<file path="src/rtl/pipe_pkg.sv">
// Shared types and encodings for the pipeline hazard controller.
// Slot records describe one in-flight instruction's register-file footprint.
package pipe_pkg;

    localparam int REG_ADDR_W = 3;

    localparam logic [1:0] FWD_RF = 2'b00;
    localparam logic [1:0] FWD_EX = 2'b01;
    localparam logic [1:0] FWD_DM = 2'b10;
    localparam logic [1:0] FWD_WB = 2'b11;

    typedef struct packed {
        logic                  valid;
        logic [REG_ADDR_W-1:0] rd;
        logic                  we;
        logic                  load;
    } slot_t;

    localparam slot_t SLOT_EMPTY = '0;

    function automatic logic slot_hit(input slot_t s, input logic [REG_ADDR_W-1:0] rs);
        return s.valid && s.we && (s.rd == rs);
    endfunction

endpackage

</file>
<file path="src/rtl/fwd_select.sv">
// Operand source resolver: picks the youngest in-flight producer of one source register
// and flags a pending load in EX that the operand would have to wait for.
module fwd_select
    import pipe_pkg::*;
(
    input  logic [REG_ADDR_W-1:0] i_rs,
    input  logic                  i_used,
    input  slot_t                 i_ex,
    input  slot_t                 i_dm,
    input  slot_t                 i_wb,
    output logic [1:0]            o_sel,
    output logic                  o_load_hit
);

    logic w_active;

    // R0 is hardwired zero, so it never has a producer worth forwarding.
    assign w_active = i_used && (i_rs != '0);

    always_comb begin
        o_sel = FWD_RF;
        if (w_active) begin
            if (slot_hit(i_ex, i_rs) && !i_ex.load) begin
                o_sel = FWD_EX;
            end else if (slot_hit(i_dm, i_rs)) begin
                o_sel = FWD_DM;
            end else if (slot_hit(i_wb, i_rs)) begin
                o_sel = FWD_WB;
            end
        end
    end

    assign o_load_hit = w_active && slot_hit(i_ex, i_rs) && i_ex.load;

endmodule

</file>
<file path="src/rtl/pipeline_hazard_ctrl.sv">
// Hazard controller for the 5-stage pipeline: destination scoreboard, forwarding selects,
// load-use stall, branch flush bubbles and the aligned register-file write strobe.
module pipeline_hazard_ctrl #(
    parameter int REG_ADDR_W   = pipe_pkg::REG_ADDR_W,
    parameter int FLUSH_CYCLES = 2
)(
    input  logic                  clk,
    input  logic                  reset,
    input  logic                  id_valid,
    input  logic [REG_ADDR_W-1:0] id_rs1,
    input  logic [REG_ADDR_W-1:0] id_rs2,
    input  logic                  id_rs1_used,
    input  logic                  id_rs2_used,
    input  logic [REG_ADDR_W-1:0] id_rd,
    input  logic                  id_rd_we,
    input  logic                  id_is_load,
    input  logic                  ex_branch_taken,
    output logic                  stall_if_id,
    output logic                  bubble_ex,
    output logic                  flush_if_id,
    output logic [1:0]            fwd_a_sel,
    output logic [1:0]            fwd_b_sel,
    output logic                  wb_we,
    output logic [REG_ADDR_W-1:0] wb_rd
);
    import pipe_pkg::*;

    localparam logic [1:0] FLUSH_INIT = 2'(FLUSH_CYCLES - 1);

    slot_t      r_ex;
    slot_t      r_dm;
    slot_t      r_wb;
    logic [1:0] r_fcnt;
    logic       r_run;

    logic                  w_branch;
    logic                  w_squash;
    logic                  w_stall;
    slot_t                 w_ex_next;
    logic [REG_ADDR_W-1:0] w_rs   [2];
    logic                  w_used [2];
    logic [1:0]            w_sel  [2];
    logic                  w_hit  [2];

    assign w_rs[0]   = id_rs1;
    assign w_rs[1]   = id_rs2;
    assign w_used[0] = id_rs1_used;
    assign w_used[1] = id_rs2_used;

    generate
        for (genvar gi = 0; gi < 2; gi++) begin : g_fwd
            fwd_select u_fwd (
                .i_rs       (w_rs[gi]),
                .i_used     (w_used[gi]),
                .i_ex       (r_ex),
                .i_dm       (r_dm),
                .i_wb       (r_wb),
                .o_sel      (w_sel[gi]),
                .o_load_hit (w_hit[gi])
            );
        end
    endgenerate

    // r_run stays low through reset and the first cycle after release, keeping every output quiet.
    assign w_branch = r_run && ex_branch_taken;
    assign w_squash = w_branch || (r_fcnt != 2'd0);
    assign w_stall  = r_run && id_valid && !w_squash && (w_hit[0] || w_hit[1]);

    always_comb begin
        w_ex_next = SLOT_EMPTY;
        if (r_run && id_valid && !w_stall && !w_squash) begin
            w_ex_next.valid = 1'b1;
            w_ex_next.rd    = id_rd;
            w_ex_next.we    = id_rd_we;
            w_ex_next.load  = id_is_load;
        end
    end

    always_ff @(posedge clk or negedge reset) begin
        if (!reset) begin
            r_ex   <= SLOT_EMPTY;
            r_dm   <= SLOT_EMPTY;
            r_wb   <= SLOT_EMPTY;
            r_fcnt <= 2'd0;
            r_run  <= 1'b0;
        end else begin
            r_run <= 1'b1;
            r_wb  <= r_dm;
            r_dm  <= r_ex;
            r_ex  <= w_ex_next;
            // A taken branch restarts the squash window even if one is already running.
            if (w_branch) begin
                r_fcnt <= FLUSH_INIT;
            end else if (r_fcnt != 2'd0) begin
                r_fcnt <= r_fcnt - 2'd1;
            end
        end
    end

    assign stall_if_id = w_stall;
    assign bubble_ex   = w_stall || w_squash;
    assign flush_if_id = w_squash;
    assign fwd_a_sel   = w_sel[0];
    assign fwd_b_sel   = w_sel[1];
    assign wb_we       = r_wb.valid && r_wb.we && (r_wb.rd != '0);
    assign wb_rd       = r_wb.rd;

endmodule

</file>
<file path="config.mk">
export PLATFORM = sky130hd
export DESIGN_NAME = pipeline_hazard_ctrl
export DESIGN_NICKNAME = d
export VERILOG_FILES = /design/src/rtl/pipe_pkg.sv /design/src/rtl/fwd_select.sv /design/src/rtl/pipeline_hazard_ctrl.sv
export SDC_FILE = /design/constraint.sdc
export NUM_CORES = 1
export LEC_CHECK = 0
export CORE_MARGIN = 5
export CORE_UTILIZATION = 45
export DETAILED_ROUTE_END_ITERATION = 10
export GPL_ROUTABILITY_DRIVEN = 0
export PLACE_DENSITY = 0.86
export REMOVE_ABC_BUFFERS = 1
export SLEW_MARGIN = 15
export SYNTH_ARGS = -nofsm -noshare
export SYNTH_HDL_FRONTEND = slang
export SYNTH_SLANG_ARGS = --single-unit
</file>
<file path="constraint.sdc">
create_clock -name clk -period 1.95 [get_ports clk]
set_input_delay 0.39 -clock clk [delete_from_list [all_inputs] [get_ports clk]]
set_output_delay 0.39 -clock clk [all_outputs]
set_load 0.005 [all_outputs]
</file>
# == Word level (Yosys, flattened, before mapping) ==
# Cells that the tools add are included.
# Widths: inputs -> output; s select.
# totals
inputBits,17
output_inout_bits,11
wordCells,65
reg_bits,19
# op_classes
eq_ne,6
n_reduce_logical,35
addsub,1
mux,11
# op_table
cell,count
$logic_and 1x1->1,24
$mux 2,10
$eq 3x3->1,6
$reduce_bool 3->1,3
$mux 6,1
$reduce_bool 2->1,2
$logic_not 1->1,3
$logic_or 1x1->1,3
$sub 2x1->2 const B,1

# == Logic depth before layout (Yosys ltp) ==
# depth
depth_word,10
depth_mapped,6
depth_no_buf,6

# == Modules after synthesis ==
# A second synthesis with hierarchy kept.
# hier_totals
hier_cells,97
hier_area_um2,1087.3
# by_module_without_submodules
mod,seq_area_each_um2,instances,cells_each,area_each_um2
pipeline_hazard_ctrl,525.5,1,53,754.5
fwd_select,0.0,2,22,166.4

# == Worst setup path after synthesis ==
# No wires, ideal clock.
# synth_timing
kind,reg2out
start,reg r_fcnt[0]
end,out bubble_ex
path_stages_with_launch,7
arrival_ns,1.510
setup_slack_ns,0.050
path_buffers,0
required_time_ns,1.560
cell_sequence,dfrtp_1 inv_1 ha_1 and4b_1 or3b_1 o32ai_2 or2_1
# synth_between
elab_chain_cells,6
# synth_rtl
item,line_no,text
"start, declared",pipeline_hazard_ctrl.sv:33,logic [1:0] r_fcnt;
"start signal, assigned",pipeline_hazard_ctrl.sv:95,r_fcnt <= r_fcnt - 2'd1;
$reduce_bool 2->1,pipeline_hazard_ctrl.sv:66,assign w_squash = w_branch || (r_fcnt != 2'd0);
$logic_or 1x1->1,pipeline_hazard_ctrl.sv:66,
$logic_not 1->1,pipeline_hazard_ctrl.sv:67,assign w_stall = r_run && id_valid && !w_squash && (w_hit[0] || w_hit[1]);
$logic_and 1x1->1 (2 in series),pipeline_hazard_ctrl.sv:67,
via stall_if_id,pipeline_hazard_ctrl.sv:18,"output logic stall_if_id,"
$logic_or 1x1->1,pipeline_hazard_ctrl.sv:101,assign bubble_ex = w_stall || w_squash;
"end, declared",pipeline_hazard_ctrl.sv:19,"output logic bubble_ex,"
# The timed path passes the listed nets, and every way through them passes these cells.

# == Worst setup path in the final report ==
# layout_timing
start,reg r_fcnt[1]
end,out bubble_ex
# layout_between
elab_chain_cells,6
# layout_rtl
item,line_no
$reduce_bool 2->1 (*),pipeline_hazard_ctrl.sv:66
$logic_or 1x1->1 (*),pipeline_hazard_ctrl.sv:66
$logic_not 1->1,pipeline_hazard_ctrl.sv:67
$logic_and 1x1->1 (2 in series),pipeline_hazard_ctrl.sv:67
$logic_or 1x1->1 (*),pipeline_hazard_ctrl.sv:101
# Mark *: on every way between the ends. The rest lies on a longest branch, timed or not.

==> metrics.md <==
| Metric | Value |
|---|---|
| Post-synth EDFFs | `0` |
| Number of fill cells | `113` |
| DIE HEIGHT | `55.8 um` |
| Slack of the worst reg-to-reg path | `0.30 ns` |
| Worst-path clk slew | `0.11 ns` |
| Hold Vio Cnt, Final | `0` |
| Worst Hold Class | `register to register` |
| RSZ-0062 raised after global routing | `true` |
| Antenna Nets Post-Route | `0` |
| H-Tree Level Count | `1` |
| WL final | `2910 um` |
| Initial DRC Count | `17` |
| Crit end category | `output pin` |
| Max incr delay on CP | `0.40 ns` |
| Final Non-Filler Cells | `175` |
| Worst-path cell chain | `inv_1 > ha_2 > and4b_1 > or3b_4 > o32ai_4 > or2_1 > buf_2` |
| CTS Hold Bufs | `0` |
| Final critical-path required period | `2.22 ns` |
| Worst R2R Path Depth | `6` |
| CTS max path bufs | `2` |
| Area Growth Syn to Fin | `67.9%` |
| Sequential fraction of the synthesis area | `50.3%` |
| Max Cap Viol | `0` |
| DRT Pass-1 Iters | `4` |
| Initial core utilization | `47.7%` |
| Arr. time, crit path | `1.83 ns` |
| Vias in the first global route | `975` |
| Status | `finished with violations` |
| Layout cell share with drive strength beyond 1 | `41.2%` |
| Fin Hold WS | `0.384 ns` |
| Row count | `16` |
| Core Area | `0.00198 sq mm` |
| Top Ports | `28` |
| Drt wl/cell | `16.6 um` |
| Num CTS Buffers | `3` |
| FF+latch count, synth | `19` |
| DP Wirelength | `1840 um` |
| Yosys warns | `0` |
| Yosys top cell area share | `50.3%` |
| Critical path class | `register to output pin` |
| Die area | `0.00312 sq mm` |
| Hold Path End | `r_wb[5]$_DFF_PN0_` |
| Post-synthesis average cell area | `10.7 sq um` |
| Final setup margin | `-0.275 ns` |
| Async set-reset flop share out of synthesis | `100%` |
| I/O Buffers | `27` |
| DR vias | `888` |
| CTS tree | `built` |
| Worst VDD drop | `742 uV` |
| Layout Nets | `167` |
| GRT overflow | `0` |
| Worst hold path depth | `0` |
| Unique cell type count in the Yosys netlist | `22` |
| Slew Limit Fails | `0` |
| Final setup skew | `0.00541 ns` |
| Crit path max-delay cell type | `dfrtp_1` |
| Global-route wire length before repair | `4230 um` |
| Overall Global Routing Usage | `17.4%` |
| Largest net degree at the start of global routing | `20` |
| Dpl cells | `160` |
| Clock Root Buffer | `clkbuf_4` |
| Cell Area, Synth | `946 sq um` |
| Vias per cell | `5.07` |
| R2r startpoint | `r_ex[2]$_DFF_PN0_` |
| Worst-skew pair later-pin latency | `0.29 ns` |
| Startpoint Class | `register` |
| Clock Sinks | `19` |
| Critical R2R Capture | `r_ex[4]$_DFF_PN0_` |
| Drc violations | `0` |
| Area leader, netlist | `dfrtp_1` |
| Die width | `55.8 um` |
| Largest cells by area after synthesis | `dfrtp_1 (50%), xor2_1 (12%), xnor2_1 (5.6%)` |
| Required time worst endpoint | `1.56 ns` |
| Initial antenna violation count | `0` |
| CP Max Fanout | `2` |
| Achievable clock frequency | `0.449 GHz` |
| Top cells by count, synth | `dfrtp_1 (19), xor2_1 (13), nand2_1 (6), xnor2_1 (6)` |
| Ant. Diodes | `0` |
| Count leader, synth | `dfrtp_1` |
| Pwr Density | `618 mW/mm^2` |
| Hold path startpoint | `r_dm[5]$_DFF_PN0_` |
| Synth Flop Type | `dfrtp_1` |
| Mapped Cells | `88` |
| Final Setup Violations | `6` |
| Tcrit/Tclk final | `114%` |
| Static Leak | `0.760 nW` |
| Failing checks | `negative setup slack` |
==> how the worst max path moves through the flow <==
stage,cells past startpoint,startpoint,to,slack [ns]
floorplan,6,r_fcnt[0]$_DFFE_PN0N_,bubble_ex,0.05
global placement,6,id_rs1[0],bubble_ex,-0.69
detailed placement,6,id_rs1[2],fwd_a_sel[0],-0.72
CTS,7,r_fcnt[1]$_DFFE_PN0N_,bubble_ex,-0.27
global route,7,r_fcnt[1]$_DFFE_PN0N_,bubble_ex,-0.40
finish,7,r_fcnt[1]$_DFFE_PN0N_,bubble_ex,-0.27
==> area by class of cell <==
type	instances	area [sq um]	area share, %
clock buffer	3	22.5	1.42
clock inverter	1	5.00	0.315
inverter	3	11.3	0.709
multi-input combinational	63	554	34.9
sequential	19	477	30.0
tap	27	33.8	2.13
timing repair buffer	59	484	30.5
==> repair_timing <==
action,CTS,global route
setup endpoints to repair,7,8
pin swaps,14,9
endpoints found under the hold margin,0,0
setup buffers,9,2
gates resized for setup,46,16
==> logic make-up after synthesis <==
family	Yosys count	synth area share [%]
compound gates	10	7.54
xor+xnor	19	17.6
fa+ha+maj	1	1.32
buf+inv	6	3.57
flops	19	50.3
other cells	1	0.396
simple gates	32	19.3
==> registers in the layout, indices dropped and copies added (netlist names) <==
register / flops
r_run: 1
r_fcnt: 2
r_dm: 5
r_wb: 2
r_ex: 6
wb_rd: 3
==> critical path, delay by kind of cell, from the launching register on <==
kind | cells | cell delay [ns]
adders and majority gates | 1 | 0.17
DFF | 1 | 0.40
and+or+nand+nor | 3 | 0.70
buffers and inverters | 2 | 0.17
AOI/OAI and AO/OA | 1 | 0.10
==> routing by layer <==
| layer | track usage [%] | vias to the layer above | part of all wire [%] |
|---|---|---|---|
| met4 | 8.81 | 0 | 2.5 |
| li1 | - | 415 | - |
| met1 | 16.9 | 424 | 37 |
| met5 | 0 | - | 0 |
| met3 | 4.87 | 8 | 6.4 |
| met2 | 32.9 | 41 | 54 |
==> where the power goes <==
group	internal, mW	total, mW	switching, mW
clock network	0.0763	0.193	0.116
registers	0.431	0.456	0.0250
logic	0.182	0.333	0.151
==> placed cells by master, fill, tap and decap left out, types with 5 or more instances in the layout <==
cell type,count
buf_2,6
nand2_1,5
dfrtp_1,18
nor3b_1,5
dlygate4sd2_1,5
xor2_1,11
nor2_1,5
clkdlybuf4s50_1,11
buf_4,29
==> through the flow <==
step | utilization, % | power, mW | TNS, ns | worst slack (ns) | area, sq um
floorplan | - | 0.583 | 0 | 0.0497 | 923
global placement | 69.9 | 0.736 | -4.27 | -0.690 | 1390
detailed placement | 69.9 | 0.756 | -5.04 | -0.722 | 1390
CTS | 75.7 | 0.957 | -1.04 | -0.274 | 1500
global route | 80.1 | 1.04 | -1.59 | -0.403 | 1590
finish | 80.1 | 0.981 | -0.945 | -0.275 | 1590
Power figures use the tool's default switching activity.
